==> src/rtl/mips_mem_arbiter_if.sv <==
// rtl/mips_mem_arbiter_if.sv - CPU-port and RAM-port signal bundle for mips_mem_arbiter
interface mips_mem_arbiter_if #(
    parameter int ADDR_W = 10
);
    logic              inst_ren;
    logic [31:0]       inst_addr;
    logic [31:0]       inst_data;
    logic              inst_stall;
    logic              mem_ren;
    logic              mem_wen;
    logic [3:0]        mem_ben;
    logic [31:0]       mem_addr;
    logic [31:0]       mem_dout;
    logic [31:0]       mem_din;
    logic              mem_stall;
    logic              ram_en;
    logic [3:0]        ram_we;
    logic [ADDR_W-1:0] ram_addr;
    logic [31:0]       ram_din;
    logic [31:0]       ram_dout;
    logic              busy;

    modport slave (
        input  inst_ren, inst_addr, mem_ren, mem_wen, mem_ben, mem_addr, mem_dout, ram_dout,
        output inst_data, inst_stall, mem_din, mem_stall, ram_en, ram_we, ram_addr, ram_din, busy
    );

    modport master (
        output inst_ren, inst_addr, mem_ren, mem_wen, mem_ben, mem_addr, mem_dout, ram_dout,
        input  inst_data, inst_stall, mem_din, mem_stall, ram_en, ram_we, ram_addr, ram_din, busy
    );
endinterface

==> src/rtl/mips_mem_arbiter.sv <==
// rtl/mips_mem_arbiter.sv - shares one single-port word RAM between the SCPU fetch and data ports
module mips_mem_arbiter #(
    parameter int ADDR_W      = 10,
    parameter int RAM_LAT     = 1,
    parameter int WAIT_STATES = 0,
    parameter int ARB_MODE    = 0
) (
    input  logic               clk,
    input  logic               rst,
    mips_mem_arbiter_if.slave  bus
);
    localparam int LAT_TOTAL = RAM_LAT + WAIT_STATES;
    localparam int CNT_W     = $clog2(LAT_TOTAL + 1);
    localparam logic [CNT_W-1:0] WAIT_INIT = CNT_W'(LAT_TOTAL - 2);

    typedef enum logic [1:0] {IDLE, ACCESS, WAIT, DONE} state_t;
    typedef enum logic {G_INST, G_DATA} grant_t;

    state_t            state_q;
    grant_t            grant_q, last_grant_q, grant_d;
    logic              write_q, write_d;
    logic [CNT_W-1:0]  wait_cnt_q;
    logic              ram_en_q;
    logic [3:0]        ram_we_q, we_d;
    logic [ADDR_W-1:0] ram_addr_q, addr_d;
    logic [31:0]       ram_din_q, inst_data_q, mem_din_q;
    logic              data_req, any_req;
    logic              unused_addr_bits;

    assign unused_addr_bits = &{bus.inst_addr[31:ADDR_W+2], bus.inst_addr[1:0],
                                bus.mem_addr[31:ADDR_W+2], bus.mem_addr[1:0]};

    // Grant decision; only consumed in IDLE and DONE, where requests are sampled.
    always_comb begin
        data_req = bus.mem_ren | bus.mem_wen;
        any_req  = data_req | bus.inst_ren;
        grant_d  = G_INST;
        if (data_req && (!bus.inst_ren || ARB_MODE == 0 || last_grant_q == G_INST)) begin
            grant_d = G_DATA;
        end
        write_d = (grant_d == G_DATA) && bus.mem_wen;
        addr_d  = (grant_d == G_DATA) ? bus.mem_addr[ADDR_W+1:2] : bus.inst_addr[ADDR_W+1:2];
        we_d    = write_d ? bus.mem_ben : 4'b0000;
    end

    always_ff @(posedge clk or posedge rst) begin
        if (rst) begin
            state_q      <= IDLE;
            grant_q      <= G_INST;
            last_grant_q <= G_INST;
            write_q      <= 1'b0;
            wait_cnt_q   <= '0;
            ram_en_q     <= 1'b0;
            ram_we_q     <= 4'b0000;
            ram_addr_q   <= '0;
            ram_din_q    <= 32'h0;
            inst_data_q  <= 32'h0;
            mem_din_q    <= 32'h0;
        end else begin
            ram_en_q <= 1'b0;
            ram_we_q <= 4'b0000;
            case (state_q)
                IDLE, DONE: begin
                    if (state_q == DONE && !write_q) begin
                        if (grant_q == G_DATA) mem_din_q   <= bus.ram_dout;
                        else                   inst_data_q <= bus.ram_dout;
                    end
                    if (any_req) begin
                        state_q      <= ACCESS;
                        grant_q      <= grant_d;
                        last_grant_q <= grant_d;
                        write_q      <= write_d;
                        ram_en_q     <= 1'b1;
                        ram_we_q     <= we_d;
                        ram_addr_q   <= addr_d;
                        if (write_d) ram_din_q <= bus.mem_dout;
                    end else begin
                        state_q <= IDLE;
                    end
                end
                ACCESS: begin
                    if (LAT_TOTAL > 1) begin
                        state_q    <= WAIT;
                        wait_cnt_q <= WAIT_INIT;
                    end else begin
                        state_q <= DONE;
                    end
                end
                WAIT: begin
                    if (wait_cnt_q == '0) state_q <= DONE;
                    else                  wait_cnt_q <= wait_cnt_q - 1'b1;
                end
                default: state_q <= IDLE;
            endcase
        end
    end

    assign bus.inst_stall = bus.inst_ren & ~(state_q == DONE && grant_q == G_INST);
    assign bus.mem_stall  = data_req     & ~(state_q == DONE && grant_q == G_DATA);
    assign bus.inst_data  = inst_data_q;
    assign bus.mem_din    = mem_din_q;
    assign bus.ram_en     = ram_en_q;
    assign bus.ram_we     = ram_we_q;
    assign bus.ram_addr   = ram_addr_q;
    assign bus.ram_din    = ram_din_q;
    assign bus.busy       = (state_q != IDLE);
endmodule

==> src/flat_wrapper.sv <==
// flat-port wrapper written by rule: the top's interface ports become plain ports
module mips_mem_arbiter_flat 
#(
    parameter int ADDR_W      = 10,
    parameter int RAM_LAT     = 1,
    parameter int WAIT_STATES = 0,
    parameter int ARB_MODE    = 0
)
  (clk, rst, bus_inst_ren, bus_inst_addr, bus_mem_ren, bus_mem_wen, bus_mem_ben, bus_mem_addr, bus_mem_dout, bus_ram_dout, bus_inst_data, bus_inst_stall, bus_mem_din, bus_mem_stall, bus_ram_en, bus_ram_we, bus_ram_addr, bus_ram_din, bus_busy);
  mips_mem_arbiter_if #(.ADDR_W(ADDR_W)) bus_i ();
  input  logic clk;
  input  logic rst;
  input wire logic [$bits(bus_i.inst_ren)-1:0] bus_inst_ren;
  input wire logic [$bits(bus_i.inst_addr)-1:0] bus_inst_addr;
  input wire logic [$bits(bus_i.mem_ren)-1:0] bus_mem_ren;
  input wire logic [$bits(bus_i.mem_wen)-1:0] bus_mem_wen;
  input wire logic [$bits(bus_i.mem_ben)-1:0] bus_mem_ben;
  input wire logic [$bits(bus_i.mem_addr)-1:0] bus_mem_addr;
  input wire logic [$bits(bus_i.mem_dout)-1:0] bus_mem_dout;
  input wire logic [$bits(bus_i.ram_dout)-1:0] bus_ram_dout;
  output wire logic [$bits(bus_i.inst_data)-1:0] bus_inst_data;
  output wire logic [$bits(bus_i.inst_stall)-1:0] bus_inst_stall;
  output wire logic [$bits(bus_i.mem_din)-1:0] bus_mem_din;
  output wire logic [$bits(bus_i.mem_stall)-1:0] bus_mem_stall;
  output wire logic [$bits(bus_i.ram_en)-1:0] bus_ram_en;
  output wire logic [$bits(bus_i.ram_we)-1:0] bus_ram_we;
  output wire logic [$bits(bus_i.ram_addr)-1:0] bus_ram_addr;
  output wire logic [$bits(bus_i.ram_din)-1:0] bus_ram_din;
  output wire logic [$bits(bus_i.busy)-1:0] bus_busy;
  assign bus_i.inst_ren = bus_inst_ren;
  assign bus_i.inst_addr = bus_inst_addr;
  assign bus_i.mem_ren = bus_mem_ren;
  assign bus_i.mem_wen = bus_mem_wen;
  assign bus_i.mem_ben = bus_mem_ben;
  assign bus_i.mem_addr = bus_mem_addr;
  assign bus_i.mem_dout = bus_mem_dout;
  assign bus_i.ram_dout = bus_ram_dout;
  assign bus_inst_data = bus_i.inst_data;
  assign bus_inst_stall = bus_i.inst_stall;
  assign bus_mem_din = bus_i.mem_din;
  assign bus_mem_stall = bus_i.mem_stall;
  assign bus_ram_en = bus_i.ram_en;
  assign bus_ram_we = bus_i.ram_we;
  assign bus_ram_addr = bus_i.ram_addr;
  assign bus_ram_din = bus_i.ram_din;
  assign bus_busy = bus_i.busy;
  mips_mem_arbiter #(.ADDR_W(ADDR_W), .RAM_LAT(RAM_LAT), .WAIT_STATES(WAIT_STATES), .ARB_MODE(ARB_MODE)) u_core (.clk(clk), .rst(rst), .bus(bus_i));
endmodule
==> config.mk <==
export PLATFORM = sky130hd
export DESIGN_NAME = mips_mem_arbiter_flat
export DESIGN_NICKNAME = d
export VERILOG_FILES = /design/src/rtl/mips_mem_arbiter_if.sv /design/src/rtl/mips_mem_arbiter.sv /design/src/flat_wrapper.sv
export SDC_FILE = /design/constraint.sdc
export NUM_CORES = 1
export LEC_CHECK = 0
export BUFFER_PORTS_ARGS = -buffer_cell sky130_fd_sc_hd__buf_2
export CORE_MARGIN = 8
export CORE_UTILIZATION = 47
export DETAILED_ROUTE_END_ITERATION = 12
export PLACE_DENSITY = 0.84
export SLEW_MARGIN = 15
export SYNTH_ARGS = -nofsm -noshare
export SYNTH_HDL_FRONTEND = slang
export SYNTH_SLANG_ARGS = --single-unit
==> constraint.sdc <==
create_clock -name clk -period 8.75 [get_ports clk]
set_input_delay 1.75 -clock clk [delete_from_list [all_inputs] [get_ports clk]]
set_output_delay 1.75 -clock clk [all_outputs]
set_load 0.01 [all_outputs]
# Yosys cells after proc, flatten, opt, wreduce, memory -nomap -nowiden
# Cells that the tools add are included.
dict set report totals {
  ff_bits 116
  inputBits 137
  out_inout_bits 114
  elab_cells 45
}
dict set report classes {
  add_sub_neg 1
  n_eq_ne 4
  mux 11
  bitwise_logic 7
  reduce_logical 12
}
# op n
set op_table {}
lappend op_table {{4-bit 2-to-1 mux} 3}
lappend op_table {{10-bit 2-to-1 mux} 1}
lappend op_table {{3-bit AND reduction} 3}
lappend op_table {{2-bit case mux with 3 select lines} 1}
lappend op_table {{1-bit 2-to-1 mux} 5}
lappend op_table {{2-bit == test, second input constant} 2}
lappend op_table {{1-bit logical AND} 4}
lappend op_table {{1-bit inverter} 3}
lappend op_table {{1-bit AND} 2}
lappend op_table {{2-bit by 1-bit == test with 1-bit output, second input constant} 1}
lappend op_table {{2-bit logical NOT} 1}
lappend op_table {{2-bit 2-to-1 mux} 1}
lappend op_table {{2-bit != test, second input constant} 1}
lappend op_table {{1-bit bitwise OR} 2}
lappend op_table {{2-bit AND reduction} 1}
lappend op_table {{2-bit nonzero test} 1}
lappend op_table {{2-bit OR reduction} 1}
lappend op_table {{1-bit logical NOT} 1}
lappend op_table {{1-bit subtractor, second input constant} 1}

# Longest topological paths before layout
# Gate-level depths: netlist of the first run.
dict set report depth {
  word_depth 6
  ltp_mapped 7
  ltp_nobuf 4
}

# Least setup slack after synthesis of the first run
# Ideal clock, no wire load.
dict set report synth_path {
  path_type {input port to output port}
  start {input port bus_mem_wen}
  end {output port bus_mem_stall}
  arrival_ns 2.284
  path_slack_ns 4.716
  stages 3
  path_buffers 1
  path_cell_list {nor2_1 buf_2 a21oi_1}
}
dict set report synth_between {
  elab_chain_len 2
}
# element line_no
set synth_lines {}
lappend synth_lines {{start, declared} flat_wrapper.sv:16} ;# input wire logic [$bits(bus_i.mem_wen)-1:0] bus_mem_wen;
lappend synth_lines {{1-bit bitwise OR} mips_mem_arbiter.sv:35} ;# data_req = bus.mem_ren | bus.mem_wen;
lappend synth_lines {{1-bit AND} mips_mem_arbiter.sv:99} ;# assign bus.mem_stall = data_req & ~(state_q == DONE && grant_q == G_DATA);
lappend synth_lines {{end, declared} flat_wrapper.sv:24} ;# output wire logic [$bits(bus_i.mem_stall)-1:0] bus_mem_stall;
# No other way between the ends.

# Final worst setup path of the first run
# Ends and elaborated chain as after synthesis.

==> results of run 1 <==
==> cells by family after synthesis <==
| group | after synthesis | synth area share |
|---|---|---|
| and+or+nand+nor | 13 | 0.0235 |
| adders and majority gates | 2 | 0.00560 |
| AOI/OAI and AO/OA | 4 | 0.00532 |
| muxes | 116 | 0.293 |
| DFF | 115 | 0.644 |
| buffers and inverters | 18 | 0.0286 |
==> through the flow <==
step            util  setup WS [ns]  instances
2_1_floorplan      -           3.96        268
3_3_place_gp   0.604           4.12        594
3_5_place_dp   0.604           4.05        594
4_1_cts        0.668           4.06        626
5_1_grt        0.668           3.92        626
6_report       0.668           4.05        626
==> worst register-to-register path, stage by stage (launching register included) <==
cell and delay, ns:
dfrtp_1 0.35, inv_1 0.05, ha_1 0.43, nor2b_2 0.62
buf_4 0.40, mux2_2 0.39
==> synthesized netlist by cell type <==
library cell / instances / area, um2
mux2_1: 2 / 22.5
buf_2: 6 / 30.0
nor3_1: 1 / 5.00
inv_1: 5 / 18.8
buf_6: 7 / 78.8
mux2_2: 114 / 1280
nor2_1: 3 / 11.3
and2_1: 4 / 25.0
dfrtp_1: 115 / 2880
ha_1: 2 / 25.0
nand2b_1: 1 / 6.26
nor2b_1: 1 / 6.26
nor4b_4: 2 / 47.6
o21ai_0: 1 / 5.00
o22ai_1: 1 / 6.26
a21oi_1: 1 / 5.00
a21boi_0: 1 / 7.51
nand2_1: 1 / 3.75
==> flip-flops by register name (all words and copies together) (netlist names) <==
register / flops
u_core.bus.ram_addr: 10
u_core.bus.mem_din: 32
u_core.bus.ram_we: 4
u_core.write_q: 1
u_core.bus.inst_data: 32
u_core.bus.ram_en: 1
u_core.state_q: 2
u_core.grant_q: 1
u_core.bus.ram_din: 32
==> cell usage in the layout, fill, tap and decap left out, drive strengths merged <==
master and instances:
buf 210, mux2 116, dfrtp 115, clkbuf 19, inv 6, clkinv 5
and2 4, clkinvlp 4, nor2 3, bufinv 3, nor4b 2, ha 2
nor2b 1, nand2 1, nor3 1, a21boi 1, a21oi 1, o21ai 1
nand2b 1, o22ai 1
==> where the power goes <==
| part | switching (mW) | leakage [nW] | internal (mW) |
|---|---|---|---|
| clock network | 0.237 | 0.280 | 0.440 |
| logic | 0.427 | 1.38 | 0.466 |
| registers | 0.131 | 1.37 | 0.799 |
==> worst paths after layout <==
path	end	start	slack (ns)	cells past startpoint
min in group asynchronous	u_core.bus.inst_data[10]$_DFFE_PP0P_	rst	1.30	2
max in group asynchronous	u_core.bus.mem_din[0]$_DFFE_PP0P_	rst	6.15	3
worst max register to register	u_core.bus.ram_din[17]$_DFFE_PP0P_	u_core.state_q[0]$_DFF_PP0_	6.40	5
worst min register to register	u_core.bus.inst_data[11]$_DFFE_PP0P_	u_core.bus.inst_data[11]$_DFFE_PP0P_	0.50	1
worst max-delay path	bus_mem_stall	bus_mem_wen	4.05	4
worst min-delay path	u_core.bus.inst_data[11]$_DFFE_PP0P_	u_core.bus.inst_data[11]$_DFFE_PP0P_	0.50	1
==> routing by layer <==
| metal | vias up | wire length (um) |
|---|---|---|
| li1 | 1375 | - |
| met1 | 1449 | 4100 |
| met2 | 117 | 5820 |
| met3 | 13 | 887 |
| met4 | 0 | 157 |
| met5 | - | 0 |
==> area by class of cell <==
class,count,area (um2)
Fill cell,681,3070
Clock buffer,19,432
Timing Repair Buffer,210,1060
Multi-Input combinational cell,135,1460
Tap cell,129,161
Clock inverter,13,158
Sequential cell,115,2880
Inverter,5,21.3
==> results.cfg, run 1 <==
[outcome]
status = finished, final reports clean

[yosys]
synth-seq-area-share = 0.644
avgSynthCellArea_um2 = 16.7
synth_cell_types = 18
syn_nets = 407
ys_warn_count = 0
syn_area_um2 = 4470
synthCells = 268
synth-seq-cells = 115

[routing]
routed_via_density = 4.72
first_pass_iters = 4
wl_mm = 11.0
via_count = 2954
wl_per_cell_um = 17.5
drt_iter0_markers = 145
ant_nets = 0
drc = 0

[global_routing]
grt_busiest_layer = met2
grt_pass1_vias = 3447
grt.total_usage = 0.171
grt_pass1_wl_mm = 17.4
grt_use_met1 = 0.177
overflow = 0
grt_max_degree = 73
antenna_found_initial = 0
use_met3 = 0.0639
grt_use_met2 = 0.305

[floorplan]
row_count = 35
initial_core_util = 0.483
die_h_um = 113
io_pins = 251
die_w_um = 113
coreArea_um2 = 9240
die_area_um2 = 12900

[cells_and_area]
nets = 623
drive_gt1_frac = 0.722
design_area_um2 = 6170
syn2layout_area_growth_pct = 38.2
diodes = 0

[clock_network]
cts.repair.resized = 0
cts_num_sinks = 115
ctsHoldBuffers = 0
clk_latency_ns = 0.49
clockBufferDepth = 2
cts_setup_buffers = 0
cts_tree = done
htreeDepth = 4
cts_inserted_buffers = 17
clockRootBuffer = clkbuf_8
clk_pin_slew_ns = 0.06

[power]
p_leak_nw = 3.02
ir_worst_vdd_uv = 196
powerDensity_nw_per_um2 = 405
total_power_mw = 2.50

[sta]
fin_worst_skew_ns = 0.00651
setup_viol = 0
setup-tns-final_ns = 0
finalCriticalPeriod_ns = 4.70
fin_worst_hold_slack_ns = 0.498
rsz0062_at_grt = false
hold_viol_final = 0
maxSlewHeadroom = 0.275
worstMarginPinSlew_ns = 1.08
drv_slew = 0
post-route-period-util = 0.537
max_freq_mhz = 213

[placed_design]
place_area_um2 = 5580
globalplace.congestion = 0.714
port_buffers = 206
hpwlAfterDp_mm = 8.33

[critical_path]
cp_common_cell = buf_2
cp.buffers_inverters = 2
crit_path_max_incr_delay_ns = 0.82
endpoint_kind = primary output
path_class = input port to primary output
worstPathRequired_ns = 7.00
critical-path-top-delay-family = simple AND/OR/NAND/NOR gates
crit_path_top_delay_cell = nor2_1
arrival_ns = 2.95
crit_chain = buf_2 > nor2_1 > a21oi_1 > buf_2
crit_fanout = 13
cp-start-kind = input port

[job]
maxCapViolCount = 0

[hold_path]
min_path_type = flip-flop to flip-flop
Power figures use the tool's default switching activity.
==> run 2: changes to the inputs <==
- ABC_AREA: not set -> 1
- CORE_UTILIZATION: 47 -> 45
- PLACE_DENSITY: 0.84 -> 0.8
- clock period: 8.75 -> 4.4 ns (I/O delays scaled with it)
==> run 2 against run 1 <==
Non-clock buffer count up 2. Flip-flop and latch count unchanged. Count of clock-buffer cells in the layout up 4. Via count rose by 50%. Worst setup slack lost 2.4 ns. Cell count grew 41%. Synthesized cell count rose by 100%. Clock power up 120%. First-iteration DRC count rose to 2.7 times the previous value. Sequential share of layout area decreased by 1.8 points.
==> results.cfg, run 2 <==
[clock_network]
cts.repair.resized = 0
cts_num_sinks = 115
cts_tree = done
clk_pin_slew_ns = 0.05
clockRootBuffer = clkbuf_8
clockBufferDepth = 2
htreeDepth = 4
cts_setup_buffers = 0
ctsHoldBuffers = 0
clk_latency_ns = 0.49
cts_inserted_buffers = 17

[critical_path]
cp-start-kind = input port
critical-path-top-delay-family = simple AND/OR/NAND/NOR gates
crit_path_top_delay_cell = nor2_1
path_class = input port to primary output
crit_chain = buf_2 > nor2_1 > a21oi_1 > buf_2
cp.depth = 4
cp.buffers_inverters = 2
cp_common_cell = buf_2
arrival_ns = 1.90
crit_fanout = 14
crit_path_max_incr_delay_ns = 0.65
worstPathRequired_ns = 3.52
endpoint_kind = primary output
reg2reg_depth = 7

[floorplan]
die_w_um = 118
die_h_um = 118
coreArea_um2 = 10200
io_pins = 251
die_area_um2 = 14000
row_count = 37
initial_core_util = 0.460

[sta]
post-route-period-util = 0.632
maxSlewHeadroom = 0.263
fin_worst_skew_ns = 0.0130
setup_viol = 0
rsz0062_at_grt = false
worst_slack_ns = 1.62
hold_viol_final = 0
worstMarginPinSlew_ns = 1.10
finalCriticalPeriod_ns = 2.78
setup-tns-final_ns = 0
drv_slew = 0
max_freq_mhz = 359

[job]
maxCapViolCount = 0

[placed_design]
globalplace.congestion = 0.815
hpwlAfterDp_mm = 10.2
port_buffers = 206
dpl_worst_slack_ns = 1.62

[cells_and_area]
nFillCells = 871
mostFrequentLayoutCells = nand2_1, buf_2, dfrtp_1
layout_commonest_cell = nand2_1
diodes = 0
nets = 871
drive_gt1_frac = 0.330
syn2layout_area_growth_pct = 36.2

[yosys]
synth_edf_count = 0
avgSynthCellArea_um2 = 8.74
synth_cell_types = 15
async_flop_share = 1.00
synth.area.top_cells = dfrtp_1, nand2_1, nand3_1
syn_area_um2 = 4710
synth.most_common_cell = nand2_1
synthCells = 539
syn_nets = 678
synth-seq-cells = 115
synth_top_area_cell = dfrtp_1
ys_warn_count = 0
synth_top_cell_area_share = 0.611
yosys-top-cells-count = nand2_1, dfrtp_1, nand3_1, nand4_1, buf_2
ys.flop_type = dfrtp_1
synth-seq-area-share = 0.611

[global_routing]
antenna_found_initial = 0
overflow = 0
grt_pass1_wl_mm = 23.9
grt_max_degree = 81
grt_pass1_vias = 4786
grt.total_usage = 0.208

[routing]
drt_iter0_markers = 387
via_count = 4430
ant_nets = 0
drc = 0
wl_mm = 14.2
first_pass_iters = 5
routed_via_density = 5.03
wl_per_cell_um = 16.1

[power]
powerDensity_nw_per_um2 = 826
ir_worst_vdd_uv = 432
p_leak_nw = 3.70

[hold_path]
min_path_type = flip-flop to flip-flop
min_path_cells = 2

[outcome]
status = finished, final reports clean
-- run 2: cell types whose count changed in the layout (fill, tap and decap cells not counted), moves of 3 or more --
cell | before | now
mux2_2 | 114 | 0
and2_1 | 4 | 0
nand2_1 | 1 | 266
nor2_1 | 3 | 7
nand4_1 | 0 | 32
nand3_1 | 0 | 65
inv_1 | 4 | 7
-- run 2: worst paths after layout --
check | startpoint | to | slack (ns)
setup / recovery | bus_mem_wen | bus_mem_stall | 1.62
hold reg to reg | u_core.bus.mem_din[9]$_DFFE_PP0P_ | u_core.bus.mem_din[9]$_DFFE_PP0P_ | 0.47
min in group asynchronous | rst | u_core.bus.inst_data[0]$_DFFE_PP0P_ | 0.61
max in group asynchronous | rst | u_core.bus.ram_din[28]$_DFFE_PP0P_ | 2.75
hold / removal | u_core.bus.mem_din[9]$_DFFE_PP0P_ | u_core.bus.mem_din[9]$_DFFE_PP0P_ | 0.47
setup reg to reg | u_core.state_q[0]$_DFF_PP0_ | u_core.bus.inst_data[22]$_DFFE_PP0P_ | 1.84
-- run 2: cells by family after synthesis --
kind of cell	after synthesis	synth area share
adders and majority gates	2	0.00531
DFF	115	0.611
AOI/OAI and AO/OA	2	0.00213
and+or+nand+nor	373	0.334
buffers and inverters	47	0.0473
-- run 2: stage by stage --
| stage | instance area [um2] | hold slack (ns) | power [mW] | utilization | cells |
|---|---|---|---|---|---|
| after global routing | 6410 | 0.491 | 5.69 | 0.627 | 881 |
| after CTS | 6410 | 0.468 | 5.36 | 0.627 | 881 |
| after floorplan | 4710 | 0.462 | 3.01 | - | 539 |
| final | 6410 | 0.467 | 5.30 | 0.627 | 881 |
| after global placement | 5770 | 0.448 | 3.77 | 0.564 | 849 |
| after detailed placement | 5770 | 0.454 | 3.85 | 0.564 | 849 |
-- run 2: area by class of cell --
class	instances	area [um2]	share of cell area
Timing Repair Buffer	212	1080	0.168
Clock inverter	9	175	0.0273
Sequential cell	115	2880	0.449
Multi-Input combinational cell	377	1610	0.251
Tap cell	136	170	0.0265
Inverter	9	36.3	0.00566
Clock buffer	23	467	0.0728
-- run 2: worst register-to-register path, stage by stage, from the launching register on --
cell	delay, ns
dfrtp_1	0.35
inv_1	0.05
ha_1	0.42
nor2_2	0.15
buf_4	0.35
nand2_1	0.76
nand2_1	0.27
nand2_1	0.09
-- run 2: per-layer routing --
metal	vias to the layer above	track usage	wire length [um]
met5	-	0	0
met4	0	0.0697	165
met3	14	0.0942	1380
met1	2105	0.240	5610
met2	195	0.336	7050
li1	2116	-	-
-- run 2: where the power goes --
| part | internal [mW] | switching, mW | total [mW] |
|---|---|---|---|
| Sequential | 1.57 | 0.289 | 1.86 |
| Clock | 1.02 | 0.457 | 1.48 |
| Combinational | 0.673 | 1.29 | 1.96 |
